## src/rtl/fir_pkg.sv

```systemverilog
// Shared widths, limits and sample types for the FIR output path.
package fir_pkg;
  localparam int FIR_OUT_W = 41;
  localparam int SAMPLE_W = 16;
  localparam int SAMPLE_MAX = 32767;
  localparam int SAMPLE_MIN = -32768;

  typedef logic signed [FIR_OUT_W-1:0] fir_acc_t;
  typedef logic signed [SAMPLE_W-1:0] sample_t;
endpackage

```

## src/rtl/fir_out_decimator_if.sv

```systemverilog
// Input stream and output valid/ready handshake of the decimator.
interface fir_out_decimator_if #(
  parameter int IN_W = fir_pkg::FIR_OUT_W,
  parameter int OUT_W = fir_pkg::SAMPLE_W
);
  logic                    in_valid;
  logic signed [IN_W-1:0]  in_data;
  logic                    out_valid;
  logic                    out_ready;
  logic signed [OUT_W-1:0] out_data;

  modport master (
    output in_valid, in_data, out_ready,
    input  out_valid, out_data
  );

  modport slave (
    input  in_valid, in_data, out_ready,
    output out_valid, out_data
  );
endinterface

```

## src/rtl/fir_sample_fifo.sv

```systemverilog
// Synchronous first-word-fall-through FIFO; push while full is
// accepted only when a pop happens in the same cycle.
module fir_sample_fifo #(
  parameter int WIDTH = 16,
  parameter int DEPTH = 4
) (
  input  logic                   clk,
  input  logic                   rst_n,
  input  logic                   push,
  input  logic [WIDTH-1:0]       wdata,
  input  logic                   pop,
  output logic [WIDTH-1:0]       rdata,
  output logic                   full,
  output logic                   empty,
  output logic [$clog2(DEPTH):0] count
);
  localparam int AW = $clog2(DEPTH);

  logic [WIDTH-1:0] mem_q [DEPTH];
  logic [WIDTH-1:0] mem_d [DEPTH];
  logic [AW-1:0]    wr_q, wr_d;
  logic [AW-1:0]    rd_q, rd_d;
  logic [AW:0]      cnt_q, cnt_d;
  logic             do_push, do_pop;

  assign empty = (cnt_q == '0);
  assign full  = (cnt_q == (AW+1)'(DEPTH));
  assign count = cnt_q;
  assign rdata = mem_q[rd_q];

  always_comb begin
    do_pop  = pop && !empty;
    do_push = push && (!full || do_pop);
    mem_d   = mem_q;
    wr_d    = wr_q;
    rd_d    = rd_q;
    if (do_push) begin
      mem_d[wr_q] = wdata;
      wr_d        = wr_q + AW'(1);
    end
    if (do_pop) begin
      rd_d = rd_q + AW'(1);
    end
    cnt_d = cnt_q + (AW+1)'(do_push)
                  - (AW+1)'(do_pop);
  end

  always_ff @(posedge clk) begin
    if (!rst_n) begin
      mem_q <= '{default: '0};
      wr_q  <= '0;
      rd_q  <= '0;
      cnt_q <= '0;
    end else begin
      mem_q <= mem_d;
      wr_q  <= wr_d;
      rd_q  <= rd_d;
      cnt_q <= cnt_d;
    end
  end
endmodule

```

## src/rtl/fir_out_decimator.sv

```systemverilog
// Rounds the full-precision FIR output to a saturated sample,
// decimates it and buffers it behind a valid/ready handshake.
module fir_out_decimator
  import fir_pkg::*;
#(
  parameter int IN_W       = FIR_OUT_W,
  parameter int OUT_W      = SAMPLE_W,
  parameter int SHIFT      = 15,
  parameter int DECIM      = 4,
  parameter int FIFO_DEPTH = 4
) (
  input  logic                clk,
  input  logic                rst_n,
  fir_out_decimator_if.slave  io,
  output logic                sat_flag,
  output logic                drop_flag,
  output logic [7:0]          drop_cnt
);
  localparam int SW    = IN_W + 1;
  localparam int CNT_W = (DECIM > 1) ? $clog2(DECIM) : 1;
  localparam int AW    = $clog2(FIFO_DEPTH);

  localparam logic signed [SW-1:0] HALF =
    SW'(1) <<< (SHIFT - 1);
  localparam logic signed [SW-1:0] MAXV =
    SW'((2 ** (OUT_W - 1)) - 1);
  localparam logic signed [SW-1:0] MINV =
    -(SW'(2 ** (OUT_W - 1)));

  logic [CNT_W-1:0]        dec_cnt_q, dec_cnt_d;
  logic                    p_valid_q, p_valid_d;
  logic signed [OUT_W-1:0] p_data_q, p_data_d;
  logic                    sat_flag_q, sat_flag_d;
  logic                    drop_flag_q, drop_flag_d;
  logic [7:0]              drop_cnt_q, drop_cnt_d;

  logic signed [SW-1:0]    ext, sum, r;
  logic                    keep, clamp_hi, clamp_lo;
  logic signed [OUT_W-1:0] sat_val;
  logic                    drop, out_valid, pop;

  logic [OUT_W-1:0]        fifo_rdata;
  logic                    fifo_full, fifo_empty;
  logic [AW:0]             fifo_cnt;

  assign out_valid    = (fifo_cnt != '0);
  assign pop          = out_valid && io.out_ready;
  assign io.out_valid = out_valid;
  assign io.out_data  = fifo_empty ? '0 : fifo_rdata;
  assign sat_flag     = sat_flag_q;
  assign drop_flag    = drop_flag_q;
  assign drop_cnt     = drop_cnt_q;

  // Extra headroom bit keeps the rounding add from wrapping.
  always_comb begin
    ext      = SW'(io.in_data);
    sum      = ext + HALF;
    r        = sum >>> SHIFT;
    clamp_hi = (r > MAXV);
    clamp_lo = (r < MINV);
    sat_val  = r[OUT_W-1:0];
    if (clamp_hi) sat_val = MAXV[OUT_W-1:0];
    if (clamp_lo) sat_val = MINV[OUT_W-1:0];
  end

  always_comb begin
    keep      = io.in_valid && (dec_cnt_q == '0);
    dec_cnt_d = dec_cnt_q;
    if (io.in_valid) begin
      dec_cnt_d = (dec_cnt_q == CNT_W'(DECIM - 1))
                ? '0 : dec_cnt_q + CNT_W'(1);
    end
    p_valid_d  = keep;
    p_data_d   = keep ? sat_val : p_data_q;
    sat_flag_d = sat_flag_q |
                 (keep & (clamp_hi | clamp_lo));
    drop        = p_valid_q && fifo_full && !pop;
    drop_flag_d = drop_flag_q | drop;
    drop_cnt_d  = drop_cnt_q;
    if (drop && drop_cnt_q != 8'hFF) begin
      drop_cnt_d = drop_cnt_q + 8'd1;
    end
  end

  always_ff @(posedge clk) begin
    if (!rst_n) begin
      dec_cnt_q   <= '0;
      p_valid_q   <= 1'b0;
      p_data_q    <= '0;
      sat_flag_q  <= 1'b0;
      drop_flag_q <= 1'b0;
      drop_cnt_q  <= '0;
    end else begin
      dec_cnt_q   <= dec_cnt_d;
      p_valid_q   <= p_valid_d;
      p_data_q    <= p_data_d;
      sat_flag_q  <= sat_flag_d;
      drop_flag_q <= drop_flag_d;
      drop_cnt_q  <= drop_cnt_d;
    end
  end

  fir_sample_fifo #(
    .WIDTH (OUT_W),
    .DEPTH (FIFO_DEPTH)
  ) u_fifo (
    .clk   (clk),
    .rst_n (rst_n),
    .push  (p_valid_q),
    .wdata (p_data_q),
    .pop   (pop),
    .rdata (fifo_rdata),
    .full  (fifo_full),
    .empty (fifo_empty),
    .count (fifo_cnt)
  );
endmodule

```

## src/flat_wrapper.sv

```systemverilog
// flat-port wrapper written by rule: the top's interface ports become plain ports
module fir_out_decimator_flat import fir_pkg::*;
#(
  parameter int IN_W       = FIR_OUT_W,
  parameter int OUT_W      = SAMPLE_W,
  parameter int SHIFT      = 15,
  parameter int DECIM      = 4,
  parameter int FIFO_DEPTH = 4
)
  (clk, rst_n, sat_flag, drop_flag, drop_cnt, io_in_valid, io_in_data, io_out_ready, io_out_valid, io_out_data);
  fir_out_decimator_if #(.IN_W(IN_W), .OUT_W(OUT_W)) io_i ();
  input  logic clk;
  input  logic rst_n;
  output logic sat_flag;
  output logic drop_flag;
  output logic [7:0] drop_cnt;
  input wire logic [$bits(io_i.in_valid)-1:0] io_in_valid;
  input wire logic [$bits(io_i.in_data)-1:0] io_in_data;
  input wire logic [$bits(io_i.out_ready)-1:0] io_out_ready;
  output wire logic [$bits(io_i.out_valid)-1:0] io_out_valid;
  output wire logic [$bits(io_i.out_data)-1:0] io_out_data;
  assign io_i.in_valid = io_in_valid;
  assign io_i.in_data = io_in_data;
  assign io_i.out_ready = io_out_ready;
  assign io_out_valid = io_i.out_valid;
  assign io_out_data = io_i.out_data;
  fir_out_decimator #(.IN_W(IN_W), .OUT_W(OUT_W), .SHIFT(SHIFT), .DECIM(DECIM), .FIFO_DEPTH(FIFO_DEPTH)) u_core (.clk(clk), .rst_n(rst_n), .io(io_i), .sat_flag(sat_flag), .drop_flag(drop_flag), .drop_cnt(drop_cnt));
endmodule
```

## config.mk

```make
export PLATFORM = sky130hd
export DESIGN_NAME = fir_out_decimator_flat
export DESIGN_NICKNAME = d
export VERILOG_FILES = /design/src/rtl/fir_pkg.sv /design/src/rtl/fir_out_decimator_if.sv /design/src/rtl/fir_sample_fifo.sv /design/src/rtl/fir_out_decimator.sv /design/src/flat_wrapper.sv
export SDC_FILE = /design/constraint.sdc
export NUM_CORES = 1
export LEC_CHECK = 0
export BUFFER_PORTS_ARGS = -buffer_cell sky130_fd_sc_hd__buf_2
export CORE_UTILIZATION = 50
export CTS_CLUSTER_DIAMETER = 40
export DETAILED_ROUTE_END_ITERATION = 7
export PLACE_DENSITY = 0.68
export SETUP_SLACK_MARGIN = 0.1
export SYNTH_ARGS = -nofsm -noshare
export SYNTH_HDL_FRONTEND = slang
export SYNTH_HIERARCHICAL = 1
export SYNTH_SLANG_ARGS = --single-unit
```

## constraint.sdc

```tcl
create_clock -name clk -period 3.3 [get_ports clk]
set_clock_uncertainty 0.15 [all_clocks]
set_input_delay 0.66 -clock clk [delete_from_list [all_inputs] [get_ports clk]]
set_output_delay 0.66 -clock clk [all_outputs]
set_load 0.005 [all_outputs]
```

# Yosys cells after proc, flatten, opt, wreduce, memory -nomap -nowiden
# Index checks and enable logic that the tools add are counted.
# word_totals
register_bits	100
n_memories	0
mem_bits_ro	0
ram_bits	0
in_bits	45
latch_bits	0
out_inout_bits	27
# op_classes
n_reduce_logical	15
div_mod_pow	0
mux	10
mul	0
n_bitwise	6
n_shift	0
add_sub_neg	7
magnitude_cmp	5
eq_ne	3
# op_table
operator	count
$mux 16	6
$bwmux 64	1
$add 41x16->42 const B	1
$bmux 16 s2	1
$demux 16 s2	1
$gt 27x16->1 const B	1
$lt 27x16->1 const B	1
$add 8x1->8 const B	1
$logic_and 1x1->1	8
$ne 8x8->1 const B	1
$add 2x1->2 const B	3
$ge 3x3->1 const B	2
$not 2->3	2
$add 3x1->3	1
$eq 3x3->1 const B	1
$logic_not 1->1	3
$logic_not 3->1	1
$lt 3x1->1 const B	1
$or 1x1->1	3
$reduce_bool 3->1	1
$sub 3x1->3	1
$eq 2x2->1 const B	1
$logic_not 2->1	1
$mux 2	1
2 further kinds	2

# Logic depth before layout (Yosys ltp)
# Gate-level depths: netlist (run 1).
# depth
depth_word	7
depth_mapped	13

# Modules after synthesis
# The synthesis (run 1) kept the hierarchy.
# modules_own_cells
mod	cells_each	area_each_um2	n_inst	seq_area_each_um2
fir_sample_fifo	292	3144.3	1	1421.4
fir_out_decimator	226	1956.9	1	580.6

# Least setup slack after synthesis (run 1)
# No wires, ideal clock.
# synth_timing
path_kind	input to register
startpoint	input port io_out_ready
endpoint	register u_core.u_fifo.cnt_q[2], in the netlist u_core/u_fifo/count[2]
setup_ns	0.115
path_stages	13
path_slack_ns	0.266
path_buffers	0
t_required_ns	3.035
t_arrival_ns	2.769
path_cell_list	o31ai_1 -> inv_1 -> nor4b_4 -> and2b_1 -> inv_1 -> ha_1 -> inv_1 -> ha_1 -> inv_1 -> fa_1 -> xnor2_1 -> xnor2_1 -> and2_1
# synth_via
elab_chain_len	6
# synth_rtl
item	line	text
start, declared	flat_wrapper.sv:19	input wire logic [$bits(io_i.out_ready)-1:0] io_out_ready;
$logic_and 1x1->1 (*)	fir_out_decimator.sv:47	assign pop = out_valid && io.out_ready;
via u_core.pop	fir_out_decimator.sv:40	logic drop, out_valid, pop;
$logic_and 1x1->1 (*)	fir_sample_fifo.sv:32	do_pop = pop && !empty;
$logic_or 1x1->1	fir_sample_fifo.sv:33	do_push = push && (!full || do_pop);
$logic_and 1x1->1	fir_sample_fifo.sv:33	
$add 3x1->3	fir_sample_fifo.sv:44	cnt_d = cnt_q + (AW+1)'(do_push)
$sub 3x1->3 (*)	fir_sample_fifo.sv:45	- (AW+1)'(do_pop);
end signal, assigned	fir_sample_fifo.sv:58	cnt_q <= cnt_d;
end, declared	fir_sample_fifo.sv:23	logic [AW:0] cnt_q, cnt_d;
# The timed path passes the listed nets; every way through them passes the cells marked *.
# A chain may end at the register's enable or synchronous reset.

# Worst setup path after layout (run 1)
# layout_timing
startpoint	register u_core.u_fifo.cnt_q[2], in the netlist u_core/u_fifo/count[2]
endpoint	register u_core.u_fifo.cnt_q[2], in the netlist u_core/u_fifo/count[2]
# layout_via
elab_chain_len	7
word_cells_on_any_way	11
classes_between	add/sub: 2; eq/ne: 1; reduce/logical: 8
# layout_rtl
item	line	text
$reduce_bool 3->1 (*)	fir_out_decimator.sv:46	assign out_valid = (fifo_cnt != '0);
$logic_and 1x1->1 (*)	fir_out_decimator.sv:47	
via u_core.pop	fir_out_decimator.sv:40	
$logic_and 1x1->1 (*)	fir_sample_fifo.sv:32	
$logic_or 1x1->1	fir_sample_fifo.sv:33	
$logic_and 1x1->1	fir_sample_fifo.sv:33	
$add 3x1->3	fir_sample_fifo.sv:44	
$sub 3x1->3 (*)	fir_sample_fifo.sv:45	
# Marked as above.

==> reports/summary.txt, run 1 <==
Fraction of registers with async set/reset -> 0
Root buf cell -> clkbuf_8
Max-slew violation total from the final report -> 0
Fraction of layout cells with a size suffix above 1 -> 0.221
Total buffers and inverters traversed by the critical path -> 4
Cells along the critical path -> o31ai_2, inv_1, nor4b_4, and2b_1, inv_1, ha_1, inv_1, ha_1, inv_1, fa_1, xnor2_1, xnor2_1, and2_1
Floorplan die height -> 103 µm
Area taken by flip-flops and latches -> 2000 µm²
Area used by multi-input combinational logic -> 2920 µm²
Number of iterations in the first detailed-routing pass -> 5
Routability-driven placement congestion ratio -> 0.879
Leak Pwr -> 2.13 nW
Initial core utilization -> 0.519
Maximum buffer depth of the clock tree -> 2
Post-Route WL -> 10.3 mm
Kind of critical path -> flop to flop
Post-layout power -> 2.65 mW
Die Footprint -> 10600 µm²
Pin count of the biggest net entering global routing -> 52
Register bit count reported by yosys -> 100
Sinks on Clock Net -> 100
Area of the core -> 9820 µm²
Routing layer with the top usage in global route -> met2
Met2 Use GR -> 0.340
Startpoint of the lowest-slack hold path -> u_core/u_fifo/mem_q[43]$_SDFFE_PN0P_
Final period util -> 0.866
Number of port buffers -> 57
GRT Total Usage -> 0.207
Most frequent cells in the layout -> nand2_1 (116), dfxtp_1 (100), mux2i_1 (69), buf_2 (57), nor2_1 (22)
Type of the tightest min-delay check -> flop to flop
Top fanout value on the critical path -> 6
Remaining Overflow, GRT -> 0
Largest voltage drop on the vdd net -> 190 µV
Fmax -> 350 MHz
Most common cell after layout, fill and taps aside -> nand2_1
Remaining routing DRC violations -> 0
Worst hold stages -> 2
Met1 Use GR -> 0.271
Yosys cell types -> 48
Synth warnings -> 6
Final std cell area, no fill -> 5780 µm²
Worst path most repeated cell -> inv_1
Hold endpoint -> u_core/u_fifo/mem_q[43]$_SDFFE_PN0P_
Data arrival at the endpoint of the critical path -> 2.97 ns
Clock insertion delay at the later pin of the skew report -> 0.36 ns
Capture instance of the worst register-to-register path -> u_core/u_fifo/count[2]$_SDFF_PN0_
Worst Max-Slew Pin Slew -> 0.515 ns
Crit-path leading delay family -> adder cells
Critical path endpoint category -> flop
Number of flops mapped to enable cells by yosys -> 0
Number of buffers added for setup after CTS -> 0
First-pass GRT wire length -> 16.9 mm
Number of hold-slack violations in the final timing report -> 0
Num CTS Buffers -> 9
Headroom to the max-slew limit -> 0.655
Die width -> 103 µm
Synthesis-to-finish area growth -> 13.3%
Post-detailed-placement half-perimeter wirelength -> 7.41 mm
Net count after synthesis -> 574
H-tree depth -> 3
Worst flop-to-flop path startpoint -> u_core/u_fifo/count[2]$_SDFF_PN0_
Routed Antenna Nets -> 0
Area of the mapped netlist -> 5100 µm²
Number of rows created at floorplan -> 36
Critical path data required time -> 3.41 ns
Synthesized area divided by synthesized cell count -> 9.85 µm²
Largest stage delay on the critical path -> 0.38 ns
Status -> complete, no violations
Post-layout nets -> 635
Wirelength per Cell -> 14.4 µm
Avg Vias per Cell -> 5.36
Cell types occupying the most area after synthesis -> dfxtp_1 (39%), mux2i_1 (14%), nand2_1 (8.5%)
Detailed router's first-iteration violation count -> 176
Max-cap viol count -> 0
Total of fill cells in the finished design -> 893
Crit path setup slack, layout -> 0.442 ns
Met3 demand-to-capacity share in global routing -> 0.0495
Depth of the worst register-to-register path -> 13
Post-synth top area share -> 0.392
Number of setup violations in the final report -> 0
Cell at the slowest stage of the critical path -> dfxtp_1
Clock slew seen by the registers of the worst setup and hold paths -> 0.10 ns
Cell type contributing the most total cell area after synthesis -> dfxtp_1
Cell area after placement -> 5560 µm²
Pre-CTS setup slack -> 0.187 ns
Number of I/O pins -> 72
Post-route minimum period -> 2.86 ns
Diode insertion count for antenna repair -> 0
Category of the worst setup path launch point -> flop
Reg2reg setup slack -> 0.44 ns
Final setup TNS -> 0 ns
Synthesized netlist cell count -> 518
Vias in the first global route -> 3650
Cell Pwr Density -> 458 nW/µm²
Vias -> 3835
Minimum hold slack -> 0.308 ns
Post-synth top flop -> dfxtp_1
TritonCTS clock tree -> done
Initial antenna violation count -> 0
Setup repair after global routing missed its margin -> no
Hold_buf cts -> 0
Share of synthesized area occupied by flip-flops and latches -> 0.392
worst reg2reg max path, stage by stage (launching register included):
cell	delay, ns
dfxtp_1	0.38
o31ai_2	0.28
inv_1	0.16
nor4b_4	0.24
and2b_1	0.25
inv_1	0.07
ha_1	0.22
inv_1	0.06
ha_1	0.12
inv_1	0.05
fa_1	0.37
xnor2_1	0.14
xnor2_1	0.12
and2_1	0.15
power by group:
part	total [mW]	switching (mW)	leakage (nW)	internal (mW)
clock network	0.846	0.416	0.109	0.430
logic	0.497	0.284	1.21	0.213
registers	1.31	0.0460	0.810	1.26
total	2.65	0.746	2.13	1.90
logic make-up (layout without fill, tap and decap cells):
group,after synthesis,after routing,share of synthesized area
AO/OA/AOI/OAI,38,38,0.0731
XOR/XNOR,25,25,0.0429
adder cells (fa/ha/maj),11,11,0.0285
buffers and inverters,38,103,0.0380
flip-flops,100,100,0.392
multiplexers,85,85,0.206
AND/OR/NAND/NOR,221,221,0.219
what timing repair did:
action	CTS	global route
resized for setup	0	1
hold endpoints to repair	0	0
setup endpoints to repair	0	1
area by class of cell:
class,count,share of cell area
Multi-Input combinational cell,380,0.505
Clock inverter,5,0.0147
Timing Repair Buffer,75,0.0749
Inverter,13,0.00845
Tap cell,133,0.0288
Sequential cell,100,0.346
Clock buffer,10,0.0221
metrics by stage:
stage	util	instances
finish	0.588	716
global route	0.588	716
CTS	0.588	716
detailed placement	0.566	701
global placement	0.566	701
floorplan	-	518
cells in the mapped netlist (2+ instances only):
master / count
a21oi_1: 4
a31oi_1: 2
and2_1: 2
and3_1: 7
and4b_1: 3
buf_2: 5
buf_6: 6
clkbuf_1: 14
dfxtp_1: 100
ha_1: 10
inv_1: 13
mux2i_1: 69
mux4_2: 16
nand2_1: 116
nand3_1: 15
nand4_1: 11
nor2_1: 22
nor2_2: 5
nor2b_1: 18
nor3_1: 5
nor3b_1: 3
nor4_4: 2
o21ai_0: 6
o21ai_1: 2
o311ai_1: 6
o311ai_2: 9
or3_1: 3
xnor2_1: 14
xor2_1: 11
layer usage:
| metal | part of all wire | up-vias |
|---|---|---|
| met1 | 0.48 | 1799 |
| met4 | 0.013 | 0 |
| met3 | 0.031 | 11 |
| li1 | - | 1936 |
| met2 | 0.47 | 89 |
| met5 | 0 | - |
state kept, by name, summed over array words and instances, names as in the netlist:
| signal | count |
|---|---|
| u_core/u_fifo/mem_q | 64 |
| u_core/p_data_q | 16 |
| u_core/drop_cnt | 8 |
| u_core/u_fifo/count | 3 |
| u_core/dec_cnt_q | 2 |
| u_core/u_fifo/rd_q | 2 |
| u_core/u_fifo/wr_q | 2 |
| u_core/drop_flag | 1 |
| u_core/p_valid_q | 1 |
| u_core/sat_flag | 1 |
worst max-delay path by stage:
stage,from,to,slack [ns],cells past startpoint
detailed placement,io_out_ready,u_core/u_fifo/count[2]$_SDFF_PN0_,0.19,14
global route,u_core/u_fifo/count[2]$_SDFF_PN0_,u_core/u_fifo/count[2]$_SDFF_PN0_,0.21,13
CTS,u_core/u_fifo/count[2]$_SDFF_PN0_,u_core/u_fifo/count[2]$_SDFF_PN0_,0.33,13
finish,u_core/u_fifo/count[2]$_SDFF_PN0_,u_core/u_fifo/count[2]$_SDFF_PN0_,0.44,13
global placement,io_out_ready,u_core/u_fifo/count[2]$_SDFF_PN0_,0.22,14
floorplan,io_out_ready,u_core/u_fifo/count[2]$_SDFF_PN0_,0.27,13
(Power assumes the default switching activity.)
==> run 2: changes to the inputs <==
--- a/config.mk
+++ b/config.mk
@@ -6,10 +6,10 @@
 export NUM_CORES = 1
 export LEC_CHECK = 0
 export BUFFER_PORTS_ARGS = -buffer_cell sky130_fd_sc_hd__buf_2
-export CORE_UTILIZATION = 50
+export CORE_UTILIZATION = 57
 export CTS_CLUSTER_DIAMETER = 40
 export DETAILED_ROUTE_END_ITERATION = 7
-export PLACE_DENSITY = 0.68
+export PLACE_DENSITY = 0.76
 export SETUP_SLACK_MARGIN = 0.1
 export SYNTH_ARGS = -nofsm -noshare
 export SYNTH_HDL_FRONTEND = slang
==> run 2 against run 1 <==
Net effect: first-iteration DRC count down 18%; non-clock buffer count did not move; utilization grew 7.3 points; total power fell by 1.7%; die area decreased by 12%; fmax is 2.2% lower; final cell count fell by 3.4%; sequential power is essentially flat; register-to-register slack worse by 0.06 ns; cell area fell by 0.65%; highest routed layer unchanged.
==> reports/summary.txt, run 2 (synthesis results as in run 1) <==
GRT Total Usage -> 0.224 (+0.0169)
Diode insertion count for antenna repair -> 0 (unchanged)
Critical path data required time -> 3.41 ns (about the same)
Number of setup violations in the final report -> 0 (unchanged)
Initial core utilization -> 0.588 (+0.0683)
Worst path most repeated cell -> inv_1
Area of the core -> 8680 µm² (-12%)
Minimum hold slack -> 0.310 ns (+0.00191 ns)
Floorplan die height -> 96.6 µm (-6.2%)
Crit-path leading delay family -> adder cells
Max-slew violation total from the final report -> 0 (unchanged)
Number of hold-slack violations in the final timing report -> 0 (unchanged)
Largest voltage drop on the vdd net -> 211 µV (+11%)
Clock insertion delay at the later pin of the skew report -> 0.36 ns (about the same)
Routability-driven placement congestion ratio -> 0.905 (+3.0%)
Hold_buf cts -> 0 (unchanged)
Type of the tightest min-delay check -> flop to flop
DR top layer -> met4
Reg with most FFs -> u_core/u_fifo/mem_q
Final setup TNS -> 0 ns (unchanged)
Most common cell after layout, fill and taps aside -> nand2_1
Number of rows created at floorplan -> 34 (-5.6%)
H-tree depth -> 3 (unchanged)
Total buffers and inverters traversed by the critical path -> 4 (unchanged)
Remaining Overflow, GRT -> 0 (unchanged)
Most frequent cells in the layout -> nand2_1 (116), dfxtp_1 (100), mux2i_1 (69), buf_2 (57), nor2_1 (22)
Num CTS Buffers -> 9 (unchanged)
Cells along the critical path -> o31ai_2, inv_1, nor4b_4, and2b_1, inv_1, ha_1, inv_1, ha_1, inv_1, fa_1, xnor2_1, xnor2_1, and2_1
Post-Route WL -> 10.3 mm (-0.88%)
Kind of critical path -> flop to flop
Routed Antenna Nets -> 0 (unchanged)
Final period util -> 0.885 (+0.0193)
Pin count of the biggest net entering global routing -> 92 (+77%)
Met3 WL -> 446 µm (+38%)
Post-detailed-placement half-perimeter wirelength -> 7.28 mm (-1.8%)
Number of iterations in the first detailed-routing pass -> 5 (unchanged)
Number of port buffers -> 57 (unchanged)
Final std cell area, no fill -> 5740 µm² (-0.65%)
TritonCTS clock tree -> done
Vias in the first global route -> 3674 (+0.66%)
Die width -> 96.6 µm (-6.2%)
Cell at the slowest stage of the critical path -> dfxtp_1
Max-cap viol count -> 0 (unchanged)
Wire length on met2 -> 4.87 mm (-0.35%)
Maximum buffer depth of the clock tree -> 2 (unchanged)
Status -> complete, no violations
Synthesis-to-finish area growth -> 12.5%
Worst Max-Slew Pin Slew -> 0.853 ns (+0.338 ns)
Sinks on Clock Net -> 100 (unchanged)
Cell Pwr Density -> 453 nW/µm² (-1.1%)
Wirelength per Cell -> 14.8 µm (+2.6%)
Category of the worst setup path launch point -> flop
Leak Pwr -> 2.13 nW (-0.26%)
Detailed router's first-iteration violation count -> 145 (-18%)
First-pass GRT wire length -> 17.2 mm (+1.4%)
Fmax -> 342 MHz (-2.2%)
Max FFs per register -> 64 (unchanged)
Clock slew seen by the registers of the worst setup and hold paths -> 0.09 ns (about the same)
Die Footprint -> 9330 µm² (-12%)
Detailed-routing wirelength on met1 -> 4.77 mm (-4.4%)
Avg Vias per Cell -> 5.63 (+5.1%)
Cell area after placement -> 5530 µm² (-0.56%)
Post-route minimum period -> 2.92 ns (+0.0638 ns)
Vias -> 3894 (+1.5%)
Number of I/O pins -> 72 (unchanged)
Remaining routing DRC violations -> 0 (unchanged)
Post-layout nets -> 635 (unchanged)
Critical path endpoint category -> flop
Top fanout value on the critical path -> 6 (unchanged)
Data arrival at the endpoint of the critical path -> 3.04 ns (+0.07 ns)
Headroom to the max-slew limit -> 0.431 (-0.224)
Fraction of layout cells with a size suffix above 1 -> 0.224 (+0.00305)
Setup repair after global routing missed its margin -> no
Root buf cell -> clkbuf_8
Largest stage delay on the critical path -> 0.39 ns (about the same)
Initial antenna violation count -> 0 (unchanged)
[run 2: worst paths after layout]
check	to	start	cells after the start	slack, ns
worst max-delay path	u_core/u_fifo/count[2]$_SDFF_PN0_	u_core/u_fifo/count[2]$_SDFF_PN0_	13	0.38
worst min-delay path	u_core/u_fifo/mem_q[41]$_SDFFE_PN0P_	u_core/u_fifo/mem_q[41]$_SDFFE_PN0P_	2	0.31
worst max register to register	u_core/u_fifo/count[2]$_SDFF_PN0_	u_core/u_fifo/count[2]$_SDFF_PN0_	13	0.38
worst min register to register	u_core/u_fifo/mem_q[41]$_SDFFE_PN0P_	u_core/u_fifo/mem_q[41]$_SDFFE_PN0P_	2	0.31
[run 2: cell type report]
type | count | area, µm²
clock buffer | 10 | 138
clock inverter | 6 | 68.8
fill | 717 | 2940
inverter | 13 | 48.8
multi-input combinational | 380 | 2920
sequential | 100 | 2000
tap | 108 | 135
timing repair buffer | 75 | 433
[run 2: where the power goes]
group          switching (mW)  internal, mW  leakage (nW)  total, mW
registers              0.0420          1.26         0.810       1.30
clock network           0.420         0.378         0.104      0.798
logic                   0.292         0.212          1.21      0.504
[run 2: tightest hold or removal path, delay by kind of cell, from the launching register on]
family        cells  cell delay [ns]
flops             1             0.32
simple gates      1             0.05
mux               1             0.05
[run 2: routing by layer]
metal	global-route usage	vias to the layer above
met5	0	-
met4	0.0861	0
met3	0.0419	15
met2	0.358	98
met1	0.301	1844
li1	-	1937
[run 2: per-stage QoR]
step | power [mW] | setup WS (ns) | util | instances
2_1_floorplan | 1.65 | 0.266 | - | 518
3_3_place_gp | 1.81 | 0.232 | 0.637 | 676
3_5_place_dp | 1.84 | 0.136 | 0.637 | 676
4_1_cts | 2.63 | 0.250 | 0.661 | 692
5_1_grt | 2.74 | 0.173 | 0.661 | 692
6_report | 2.60 | 0.378 | 0.661 | 692
[run 2: timing repair]
action / in CTS / in global routing
resized for setup: 0 / 1
endpoints found under the setup margin: 0 / 1
buffers inserted: 0 / 0
==> run 3: changes to the inputs <==
--- a/config.mk
+++ b/config.mk
@@ -10,6 +10,7 @@
 export CTS_CLUSTER_DIAMETER = 40
 export DETAILED_ROUTE_END_ITERATION = 7
 export PLACE_DENSITY = 0.76
+export REMOVE_ABC_BUFFERS = 1
 export SETUP_SLACK_MARGIN = 0.1
 export SYNTH_ARGS = -nofsm -noshare
 export SYNTH_HDL_FRONTEND = slang
==> run 3 against run 2 <==
Net effect: count of clock-buffer cells in the layout unchanged; setup slack improved by 0.0012 ns; utilization increased by 0.55 points; sequential power about the same; critical path depth unchanged; clock power increased by 24%; hold slack got worse by 0.0028 ns; non-clock buffer count decreased by 1; critical endpoint unchanged; highest routed layer unchanged.
==> reports/summary.txt, run 3 (synthesis results as in run 1) <==
Avg Vias per Cell -> 5.65 (+0.43%)
Post-detailed-placement half-perimeter wirelength -> 7.16 mm (-1.6%)
Pin count of the biggest net entering global routing -> 92 (unchanged)
Number of rows created at floorplan -> 34 (unchanged)
Data arrival at the endpoint of the critical path -> 3.03 ns (about the same)
TritonCTS clock tree -> done
Critical path data required time -> 3.41 ns (about the same)
Root buf cell -> clkbuf_8
Number of hold-slack violations in the final timing report -> 0 (unchanged)
Final setup TNS -> 0 ns (unchanged)
Number of iterations in the first detailed-routing pass -> 5 (unchanged)
Post-layout nets -> 634 (-0.16%)
Die Footprint -> 9330 µm² (unchanged)
Post-cts repair resize count -> 0 (unchanged)
Clock insertion delay at the later pin of the skew report -> 0.36 ns (about the same)
Critical path endpoint category -> flop
Sinks on Clock Net -> 100 (unchanged)
GRT Total Usage -> 0.221 (-0.00249)
Number of setup violations in the final report -> 0 (unchanged)
Crit-path leading delay family -> adder cells
Number of I/O pins -> 72 (unchanged)
Number of buffers added for setup after CTS -> 0 (unchanged)
Fmax -> 342 MHz (about the same)
Top fanout value on the critical path -> 6 (unchanged)
Largest voltage drop on the vdd net -> 274 µV (+30%)
First-pass GRT wire length -> 17.1 mm (-0.20%)
Routed Antenna Nets -> 0 (unchanged)
H-tree depth -> 3 (unchanged)
Floorplan die height -> 96.6 µm (unchanged)
Cells along the critical path -> o31ai_2, inv_1, nor4b_4, and2b_1, inv_1, ha_1, inv_1, ha_1, inv_1, fa_1, xnor2_1, xnor2_1, and2_1
Headroom to the max-slew limit -> 0.188 (-0.244)
Max-cap viol count -> 0 (unchanged)
Remaining routing DRC violations -> 0 (unchanged)
Cell at the slowest stage of the critical path -> dfxtp_1
Worst Max-Slew Pin Slew -> 1.22 ns (+0.364 ns)
Synthesis-to-finish area growth -> 13.5%
Vias in the first global route -> 3732 (+1.6%)
Total of fill cells in the finished design -> 707 (-1.4%)
Routability-driven placement congestion ratio -> 0.946 (+4.6%)
Max FFs per register -> 64 (unchanged)
Leak Pwr -> 2.15 nW (+1.1%)
Area of the core -> 8680 µm² (unchanged)
Post-Place Cells -> 675 (-0.15%)
Wirelength per Cell -> 14.8 µm (-0.38%)
Most frequent cells in the layout -> nand2_1 (116), dfxtp_1 (100), mux2i_1 (69), buf_2 (57), nor2_1 (22)
Category of the worst setup path launch point -> flop
Post-Route WL -> 10.2 mm (-0.53%)
Die width -> 96.6 µm (unchanged)
Num CTS Buffers -> 9 (unchanged)
Diode insertion count for antenna repair -> 0 (unchanged)
Maximum buffer depth of the clock tree -> 2 (unchanged)
Post-Layout Cell Count -> 691 (-0.14%)
Largest stage delay on the critical path -> 0.38 ns (about the same)
Remaining Overflow, GRT -> 0 (unchanged)
Reg with most FFs -> u_core/u_fifo/mem_q
Most common cell after layout, fill and taps aside -> nand2_1
Type of the tightest min-delay check -> flop to flop
Kind of critical path -> flop to flop
Status -> complete, no violations
Post-route minimum period -> 2.92 ns (-0.00125 ns)
Initial core utilization -> 0.588 (unchanged)
Number of port buffers -> 57 (unchanged)
Max-slew violation total from the final report -> 0 (unchanged)
Vias -> 3905 (+0.28%)
Hold_buf cts -> 0 (unchanged)
Fraction of layout cells with a size suffix above 1 -> 0.221 (-0.00305)
Detailed router's first-iteration violation count -> 162 (+12%)
Cell Pwr Density -> 482 nW/µm² (+6.3%)
Initial antenna violation count -> 0 (unchanged)
Total buffers and inverters traversed by the critical path -> 4 (unchanged)
Minimum hold slack -> 0.307 ns (-0.00276 ns)
Clock slew seen by the registers of the worst setup and hold paths -> 0.09 ns (about the same)
Final period util -> 0.885 (about the same)
Worst path most repeated cell -> inv_1
Setup repair after global routing missed its margin -> no
run 3: layout make-up:
type / count / area (µm²) / share of cell area
multi-input cells: 380 / 2920 / 0.504
inverters: 13 / 48.8 / 0.00843
clock buffers: 10 / 128 / 0.0220
repair buffers: 74 / 425 / 0.0735
flip-flops and latches: 100 / 2000 / 0.346
well taps: 108 / 135 / 0.0233
clock inverters: 6 / 134 / 0.0231
run 3: path summary, 6_finish.rpt:
| path | startpoint | endpoint | slack (ns) | cells past startpoint |
|---|---|---|---|---|
| max | u_core/u_fifo/count[2]$_SDFF_PN0_ | u_core/u_fifo/count[2]$_SDFF_PN0_ | 0.38 | 13 |
| min | u_core/u_fifo/mem_q[31]$_SDFFE_PN0P_ | u_core/u_fifo/mem_q[31]$_SDFFE_PN0P_ | 0.31 | 2 |
| max reg2reg | u_core/u_fifo/count[2]$_SDFF_PN0_ | u_core/u_fifo/count[2]$_SDFF_PN0_ | 0.38 | 13 |
| min reg2reg | u_core/u_fifo/mem_q[31]$_SDFFE_PN0P_ | u_core/u_fifo/mem_q[31]$_SDFFE_PN0P_ | 0.31 | 2 |
run 3: metrics by stage:
step	setup WS, ns	cell area, µm²	util	total power [mW]
2_1_floorplan	0.159	4960	-	1.62
3_3_place_gp	0.226	5520	0.636	1.81
3_5_place_dp	0.163	5520	0.636	1.83
4_1_cts	0.270	5780	0.666	2.80
5_1_grt	0.206	5790	0.667	2.92
6_report	0.380	5790	0.667	2.79
run 3: power by group:
part           switching (mW)  total, mW  internal (mW)  leakage, nW
clock                   0.404      0.986          0.582        0.131
combinational           0.279      0.492          0.213         1.21
sequential             0.0512       1.31           1.26        0.810
total                   0.735       2.79           2.05         2.15
run 3: worst register-to-register path, cell delays in order (launching register included):
cell and delay [ns]:
dfxtp_1 0.38, o31ai_2 0.31, inv_1 0.18, nor4b_4 0.25
and2b_1 0.25, inv_1 0.07, ha_1 0.22, inv_1 0.05
ha_1 0.12, inv_1 0.04, fa_1 0.37, xnor2_1 0.15
xnor2_1 0.13, and2_1 0.14
run 3: per-layer routing:
layer / share of wire / wire (µm) / global-route usage
met5: 0 / 0 / 0
met4: 0.014 / 144 / 0.0781
met3: 0.031 / 321 / 0.0260
met2: 0.48 / 4900 / 0.371
met1: 0.47 / 4830 / 0.296
